`config.mk`:
```
export PLATFORM = sky130hd
export DESIGN_NAME = dbg_trace_recorder
export DESIGN_NICKNAME = d
export VERILOG_FILES = /design/src/rtl/dbg_trace_pkg.sv /design/src/rtl/dbg_trace_ram.sv /design/src/rtl/dbg_trace_recorder.sv
export SDC_FILE = /design/constraint.sdc
export NUM_CORES = 2
export LEC_CHECK = 0
export BUFFER_PORTS_ARGS = -buffer_cell sky130_fd_sc_hd__buf_2
export CELL_PAD_IN_SITES_DETAIL_PLACEMENT = 1
export CELL_PAD_IN_SITES_GLOBAL_PLACEMENT = 2
export CORE_MARGIN = 2
export CORE_UTILIZATION = 50
export DETAILED_ROUTE_END_ITERATION = 12
export PLACE_DENSITY_LB_ADDON = 0.15
export SLEW_MARGIN = 40
export SYNTH_ARGS = -nofsm -noshare
export SYNTH_HDL_FRONTEND = slang
export SYNTH_SLANG_ARGS = --single-unit
```
`constraint.sdc`:
```
create_clock -name clk_i -period 9.5 [get_ports clk_i]
set_input_delay 0.475 -clock clk_i [delete_from_list [all_inputs] [get_ports clk_i]]
set_output_delay 0.475 -clock clk_i [all_outputs]
set_load 0.02 [all_outputs]
```
`src/rtl/dbg_trace_pkg.sv`:
```
// Shared types and state encodings for the retire-trace recorder.
// Optional macro DBG_TRACE_TIMESTAMP_EN adds a 32-bit timestamp to every trace entry.
package dbg_trace_pkg;

    localparam logic [1:0] ST_IDLE  = 2'd0;
    localparam logic [1:0] ST_ARMED = 2'd1;
    localparam logic [1:0] ST_POST  = 2'd2;
    localparam logic [1:0] ST_DONE  = 2'd3;

    typedef struct packed {
        logic [31:0] pc;
        logic [31:0] instr;
`ifdef DBG_TRACE_TIMESTAMP_EN
        logic [31:0] ts;
`endif
    } trace_entry_t;

endpackage

```
`src/rtl/dbg_trace_ram.sv`:
```
// Trace storage: DEPTH entries, one write and one registered read port, no reset.
// Entry width follows trace_entry_t, so DBG_TRACE_TIMESTAMP_EN widens it automatically.
module dbg_trace_ram
    import dbg_trace_pkg::*;
#(
    parameter int DEPTH    = 64,
    parameter int PTR_BITS = $clog2(DEPTH)
) (
    input  logic                clk_i,
    input  logic                we_i,
    input  logic [PTR_BITS-1:0] wr_addr_i,
    input  trace_entry_t        wr_data_i,
    input  logic [PTR_BITS-1:0] rd_addr_i,
    output trace_entry_t        rd_data_o
);

    trace_entry_t mem_q [DEPTH];

    // Read samples the array before this edge's write lands, giving old data on a collision.
    always_ff @(posedge clk_i) begin
        if (we_i) begin
            mem_q[wr_addr_i] <= wr_data_i;
        end
        rd_data_o <= mem_q[rd_addr_i];
    end

endmodule

```
`src/rtl/dbg_trace_recorder.sv`:
```
// Retire-trace recorder: PC-match triggering, post-trigger window, wrap tracking and telemetry counters.
// Define DBG_TRACE_TIMESTAMP_EN to store mcycle[31:0] per entry and expose rd_ts_o.
module dbg_trace_recorder
    import dbg_trace_pkg::*;
#(
    parameter int  DEPTH    = 64,
    parameter int  NUM_TRIG = 2,
    parameter int  CNT_W    = 64,
    localparam int PTR_BITS = $clog2(DEPTH),
    localparam int TIDX_W   = $clog2(NUM_TRIG) + 1
) (
    input  logic                  clk_i,
    input  logic                  rst_i,
    input  logic                  retire_i,
    input  logic [31:0]           retire_pc_i,
    input  logic [31:0]           retire_instr_i,
    input  logic                  stall_i,
    input  logic                  arm_i,
    input  logic [NUM_TRIG*32-1:0] trig_pc_i,
    input  logic [NUM_TRIG-1:0]   trig_en_i,
    input  logic [PTR_BITS-1:0]   post_count_i,
    input  logic [PTR_BITS-1:0]   rd_addr_i,
    output logic [31:0]           rd_pc_o,
    output logic [31:0]           rd_instr_o,
`ifdef DBG_TRACE_TIMESTAMP_EN
    output logic [31:0]           rd_ts_o,
`endif
    output logic [1:0]            state_o,
    output logic                  triggered_o,
    output logic [TIDX_W-1:0]     trig_idx_o,
    output logic [PTR_BITS-1:0]   wr_ptr_o,
    output logic                  wrapped_o,
    output logic [CNT_W-1:0]      mcycle_o,
    output logic [CNT_W-1:0]      minstret_o,
    output logic [CNT_W-1:0]      stall_o
);

    logic [1:0]          state_q, state_d;
    logic [PTR_BITS-1:0] wr_ptr_q, wr_ptr_d;
    logic [PTR_BITS-1:0] remain_q, remain_d;
    logic                wrapped_q, wrapped_d;
    logic                triggered_q, triggered_d;
    logic [TIDX_W-1:0]   trig_idx_q, trig_idx_d;
    logic [CNT_W-1:0]    mcycle_q, minstret_q, stall_q;
    logic                rd_valid_q;
    logic                hit, wr_en;
    logic [TIDX_W-1:0]   hit_idx;
    trace_entry_t        wr_entry, rd_entry;

    // Scan from the top so the lowest matching comparator is the one left standing.
    always_comb begin
        hit     = 1'b0;
        hit_idx = '0;
        for (int k = NUM_TRIG - 1; k >= 0; k--) begin
            if (trig_en_i[k] && (retire_pc_i == trig_pc_i[32*k +: 32])) begin
                hit     = 1'b1;
                hit_idx = TIDX_W'(k);
            end
        end
    end

    assign wr_en = retire_i && !arm_i && ((state_q == ST_ARMED) || (state_q == ST_POST));

    always_comb begin
        wr_entry       = '0;
        wr_entry.pc    = retire_pc_i;
        wr_entry.instr = retire_instr_i;
`ifdef DBG_TRACE_TIMESTAMP_EN
        wr_entry.ts    = mcycle_q[31:0];
`endif
    end

    // post_count_i is PTR_BITS wide, so it can never exceed DEPTH-1 and the trigger entry survives.
    always_comb begin
        state_d     = state_q;
        wr_ptr_d    = wr_ptr_q;
        remain_d    = remain_q;
        wrapped_d   = wrapped_q;
        triggered_d = triggered_q;
        trig_idx_d  = trig_idx_q;
        if (arm_i) begin
            state_d     = ST_ARMED;
            wr_ptr_d    = '0;
            wrapped_d   = 1'b0;
            triggered_d = 1'b0;
        end else if (wr_en) begin
            wr_ptr_d = wr_ptr_q + PTR_BITS'(1);
            if (wr_ptr_q == PTR_BITS'(DEPTH - 1)) begin
                wrapped_d = 1'b1;
            end
            if ((state_q == ST_ARMED) && hit) begin
                triggered_d = 1'b1;
                trig_idx_d  = hit_idx;
                if (post_count_i == '0) begin
                    state_d = ST_DONE;
                end else begin
                    state_d  = ST_POST;
                    remain_d = post_count_i;
                end
            end else if (state_q == ST_POST) begin
                remain_d = remain_q - PTR_BITS'(1);
                if (remain_q == PTR_BITS'(1)) begin
                    state_d = ST_DONE;
                end
            end
        end
    end

    always_ff @(posedge clk_i) begin
        if (rst_i) begin
            state_q     <= ST_IDLE;
            wr_ptr_q    <= '0;
            remain_q    <= '0;
            wrapped_q   <= 1'b0;
            triggered_q <= 1'b0;
            trig_idx_q  <= '0;
            mcycle_q    <= '0;
            minstret_q  <= '0;
            stall_q     <= '0;
            rd_valid_q  <= 1'b0;
        end else begin
            state_q     <= state_d;
            wr_ptr_q    <= wr_ptr_d;
            remain_q    <= remain_d;
            wrapped_q   <= wrapped_d;
            triggered_q <= triggered_d;
            trig_idx_q  <= trig_idx_d;
            mcycle_q    <= mcycle_q + CNT_W'(1);
            minstret_q  <= minstret_q + CNT_W'(retire_i);
            stall_q     <= stall_q + CNT_W'(stall_i);
            rd_valid_q  <= 1'b1;
        end
    end

    dbg_trace_ram #(
        .DEPTH    (DEPTH),
        .PTR_BITS (PTR_BITS)
    ) u_ram (
        .clk_i     (clk_i),
        .we_i      (wr_en),
        .wr_addr_i (wr_ptr_q),
        .wr_data_i (wr_entry),
        .rd_addr_i (rd_addr_i),
        .rd_data_o (rd_entry)
    );

    // The RAM has no reset, so read data is masked until the first post-reset read completes.
    assign rd_pc_o     = rd_valid_q ? rd_entry.pc    : 32'd0;
    assign rd_instr_o  = rd_valid_q ? rd_entry.instr : 32'd0;
`ifdef DBG_TRACE_TIMESTAMP_EN
    assign rd_ts_o     = rd_valid_q ? rd_entry.ts    : 32'd0;
`endif
    assign state_o     = state_q;
    assign triggered_o = triggered_q;
    assign trig_idx_o  = trig_idx_q;
    assign wr_ptr_o    = wr_ptr_q;
    assign wrapped_o   = wrapped_q;
    assign mcycle_o    = mcycle_q;
    assign minstret_o  = minstret_q;
    assign stall_o     = stall_q;

endmodule

```
==> results.cfg <==
[cts]
clock_path_buffers = 4
clock_latency_ns = 0.98
ctsHoldBuffers = 41
post_cts_buffers = 0
cts_tree = yes
cts_buffers = 446
cts_sinks = 4370
clock-root-buffer = clkbuf_16
clkTransAtPathRegs_ns = 0.06
cts_resized = 0
cts-htree-levels = 5

[setup_path]
cp.arrival_ns = 5.33
r2r_slack_ns = 4.79
crit_type = reg -> reg
timing.rr.start = state_o[0]$_SDFFE_PP0P_
critPathLaunchType = register
path_max_fanout = 33
crit_chain = inv_1 > ha_1 > nor2b_1 > nand2b_1 > nor2_1 > nand3_2 > nor2_4 > buf_4 > buf_4
r2r_end = u_ram.mem_q[59][15]$_DFFE_PP_
r2r_cells = 9
cp.required_ns = 10.12
cp_slowest_cell = buf_4
crit_top_cell = buf_4
max_stage_delay_ns = 0.77
endpoint_kind = register

[placement]
preCtsSetupSlack_ns = 4.55
hpwl_um = 266000
io_buffers = 413
gp_congestion = 0.849

[synth]
yosys.area.top_type = edfxtp_1
synth_compound_area_frac = 0.00233
syn_inst = 7148
syn_area_per_cell_um2 = 23.3
synth_nets = 7305
synth_top_area_frac = 0.738
yosys_register_bits = 4370
synth_area_mm2 = 0.167
synth_top_family_by_area = multiplexers
yosys_warnings = 0
synthSimpleGateAreaFrac = 0.0231
yosysUniqueCellTypes = 51
ys_seq_area_frac = 0.771
synth_fa_ha_area_frac = 0.000751
async_flop_share = 0
synth_ff_type = edfxtp_1
synthXorXnorAreaFrac = 0.0122
synth_edf_count = 4096
synth_area_leaders = edfxtp_1, mux4_2, dfxtp_1
synth.area.mux_share = 0.182

[sta]
finalCritPeriodShare = 0.496
relSlewSlack = 0.367
period_needed_ns = 4.71
clock_skew_ns = 0.0324
setup_viol_count_final = 0
layout_setup_ws_ns = 4.79
hold_viol = 0
rsz0062_at_grt = false
worst_slew_pin_slew_ns = 0.950
maxSlewViolCount = 0
fmax_mhz = 212
setup_tns_ns = 0

[route]
drc_errors = 0
ant_nets = 0
first_pass_iters = 5
vias = 81100
vias_per_cell = 6.37
drt_wl_total_um = 468000
drt_iter0_markers = 8521
wire_per_inst_um = 36.8

[floorplan]
start_util = 0.503
die_w_um = 581
dieHeight_um = 581
rows = 211
io_pins = 415
die_area_mm2 = 0.338
coreArea_mm2 = 0.331

[final_layout]
mostFrequentLayoutCells = edfxtp_1, mux4_2, clkbuf_16, buf_2, dfxtp_1
drive_above_1_share = 0.328
final_nets = 8116
areaGrowthSynthToFinish_pct = 14.6
final_common_cell = edfxtp_1

[run_status]
status = finished, final reports clean

[worst_hold_path]
whs_path_depth = 1
hold_path.class = in -> reg
worstHoldEndpoint = u_ram.mem_q[15][28]$_DFFE_PP_
hp-start = retire_instr_i[28]

[power_and_ir_drop]
leakage_uw = 0.0604
p_int_uw = 31700
vdd_ir_drop_max_mv = 0.167
p_sw_uw = 8490
p_seq_frac = 0.526
powerDensity_mw_per_mm2 = 210
combPwrFrac = 0.045
switching_share = 0.211
clock_power_share = 0.429

[job]
maxCapViolCount = 0

[global_route]
grt_pass1_wl_um = 658000
grt_pass1_vias = 84400
grt_overflow = 0
grt_max_degree = 130
antenna_found_initial = 17
grt_usage = 0.277
registers in the layout, summed over array words and instances (netlist names):
| register | count |
|---|---|
| u_ram.mem_q | 4096 |
| mcycle_o | 64 |
| minstret_o | 64 |
| stall_o | 64 |
| u_ram.rd_data_o | 64 |
| remain_q | 6 |
| wr_ptr_o | 6 |
| state_o | 2 |
| rd_valid_q | 1 |
| trig_idx_o | 1 |
| triggered_o | 1 |
| wrapped_o | 1 |
layout make-up:
class | instances | area, µm²
fillers | 27400 | 140000
diodes | 10 | 25.0
flip-flops and latches | 4370 | 128000
multi-input cells | 2411 | 37200
inverters | 23 | 86.3
clock inverters | 229 | 2110
clock buffers | 609 | 12200
well taps | 4366 | 5460
repair buffers | 707 | 5340
per-layer routing:
layer,routed length (µm),vias up,track usage
met4,18900,6,0.101
met3,31100,690,0.0386
met5,34,-,0
met1,186000,44900,0.384
li1,-,32000,-
met2,232000,3427,0.455
critical path: cells and delay by family, from the launching register on:
kind                       cells  cell delay, ns
adders and majority gates      1            0.30
buffers and inverters          3            1.31
DFF                            1            0.38
and+or+nand+nor                5            2.30
synth_stat cells (2+ instances only):
| cell type | number |
|---|---|
| a21oi_1 | 28 |
| a31oi_1 | 3 |
| and2_1 | 75 |
| and3_1 | 35 |
| and4_1 | 19 |
| buf_1 | 82 |
| buf_2 | 63 |
| buf_6 | 2 |
| clkbuf_1 | 196 |
| dfxtp_1 | 274 |
| edfxtp_1 | 4096 |
| ha_1 | 10 |
| inv_1 | 22 |
| mux2i_1 | 2 |
| mux4_2 | 1344 |
| nand2_1 | 85 |
| nand2b_1 | 2 |
| nand3_1 | 84 |
| nand3b_1 | 2 |
| nand4_1 | 48 |
| nand4b_1 | 8 |
| nor2_1 | 272 |
| nor2b_1 | 11 |
| nor3_1 | 22 |
| nor3_2 | 2 |
| nor4_1 | 32 |
| nor4_2 | 3 |
| nor4_4 | 3 |
| o2111ai_1 | 2 |
| o211ai_1 | 2 |
| o21ai_0 | 27 |
| or2_2 | 6 |
| or3_1 | 31 |
| or4_1 | 7 |
| xnor2_1 | 82 |
| xor2_1 | 151 |
power groups by stage:
stage | registers, µW | logic (µW) | clock network (µW)
6_report | 21100 | 1800 | 17200
5_1_grt | 21100 | 1910 | 18200
4_1_cts | 21100 | 1830 | 17500
3_5_place_dp | 21500 | 1810 | 0
3_3_place_gp | 21500 | 1750 | 0
2_1_floorplan | 21500 | 1000 | 0
cells by family (layout without fill, tap and decap cells):
family                   count (synthesis)  in the layout
AND/OR/NAND/NOR                        752            752
multiplexers                          1346           1346
XOR/XNOR                               233            233
flip-flops                            4370           4370
buffers and inverters                  367           1568
adder cells (fa/ha/maj)                 10             10
other                                    1             11
AO/OA/AOI/OAI                           69             69
how the worst max path moves through the flow:
stage	from	to	cells after the start	slack, ns
floorplan	state_o[0]$_SDFFE_PP0P_	u_ram.mem_q[63][0]$_DFFE_PP_	9	4.23
global placement	state_o[0]$_SDFFE_PP0P_	u_ram.mem_q[59][11]$_DFFE_PP_	9	4.54
detailed placement	state_o[0]$_SDFFE_PP0P_	u_ram.mem_q[59][14]$_DFFE_PP_	9	4.55
CTS	state_o[0]$_SDFFE_PP0P_	u_ram.mem_q[59][15]$_DFFE_PP_	9	4.50
global route	state_o[0]$_SDFFE_PP0P_	u_ram.mem_q[59][15]$_DFFE_PP_	9	4.75
finish	state_o[0]$_SDFFE_PP0P_	u_ram.mem_q[59][15]$_DFFE_PP_	9	4.79
stage by stage:
step	cells	instance area (µm²)	utilization	hold slack, ns	total power [µW]
finish	12700	191000	0.577	0.0191	40200
global route	12700	191000	0.577	0.0226	41200
CTS	12700	191000	0.576	0.00000794	40500
detailed placement	11800	176000	0.531	0.467	23300
global placement	11800	175000	0.530	0.456	23300
floorplan	7148	167000	-	0.476	22500
Note: power is estimated with default switching activity, not from simulation.
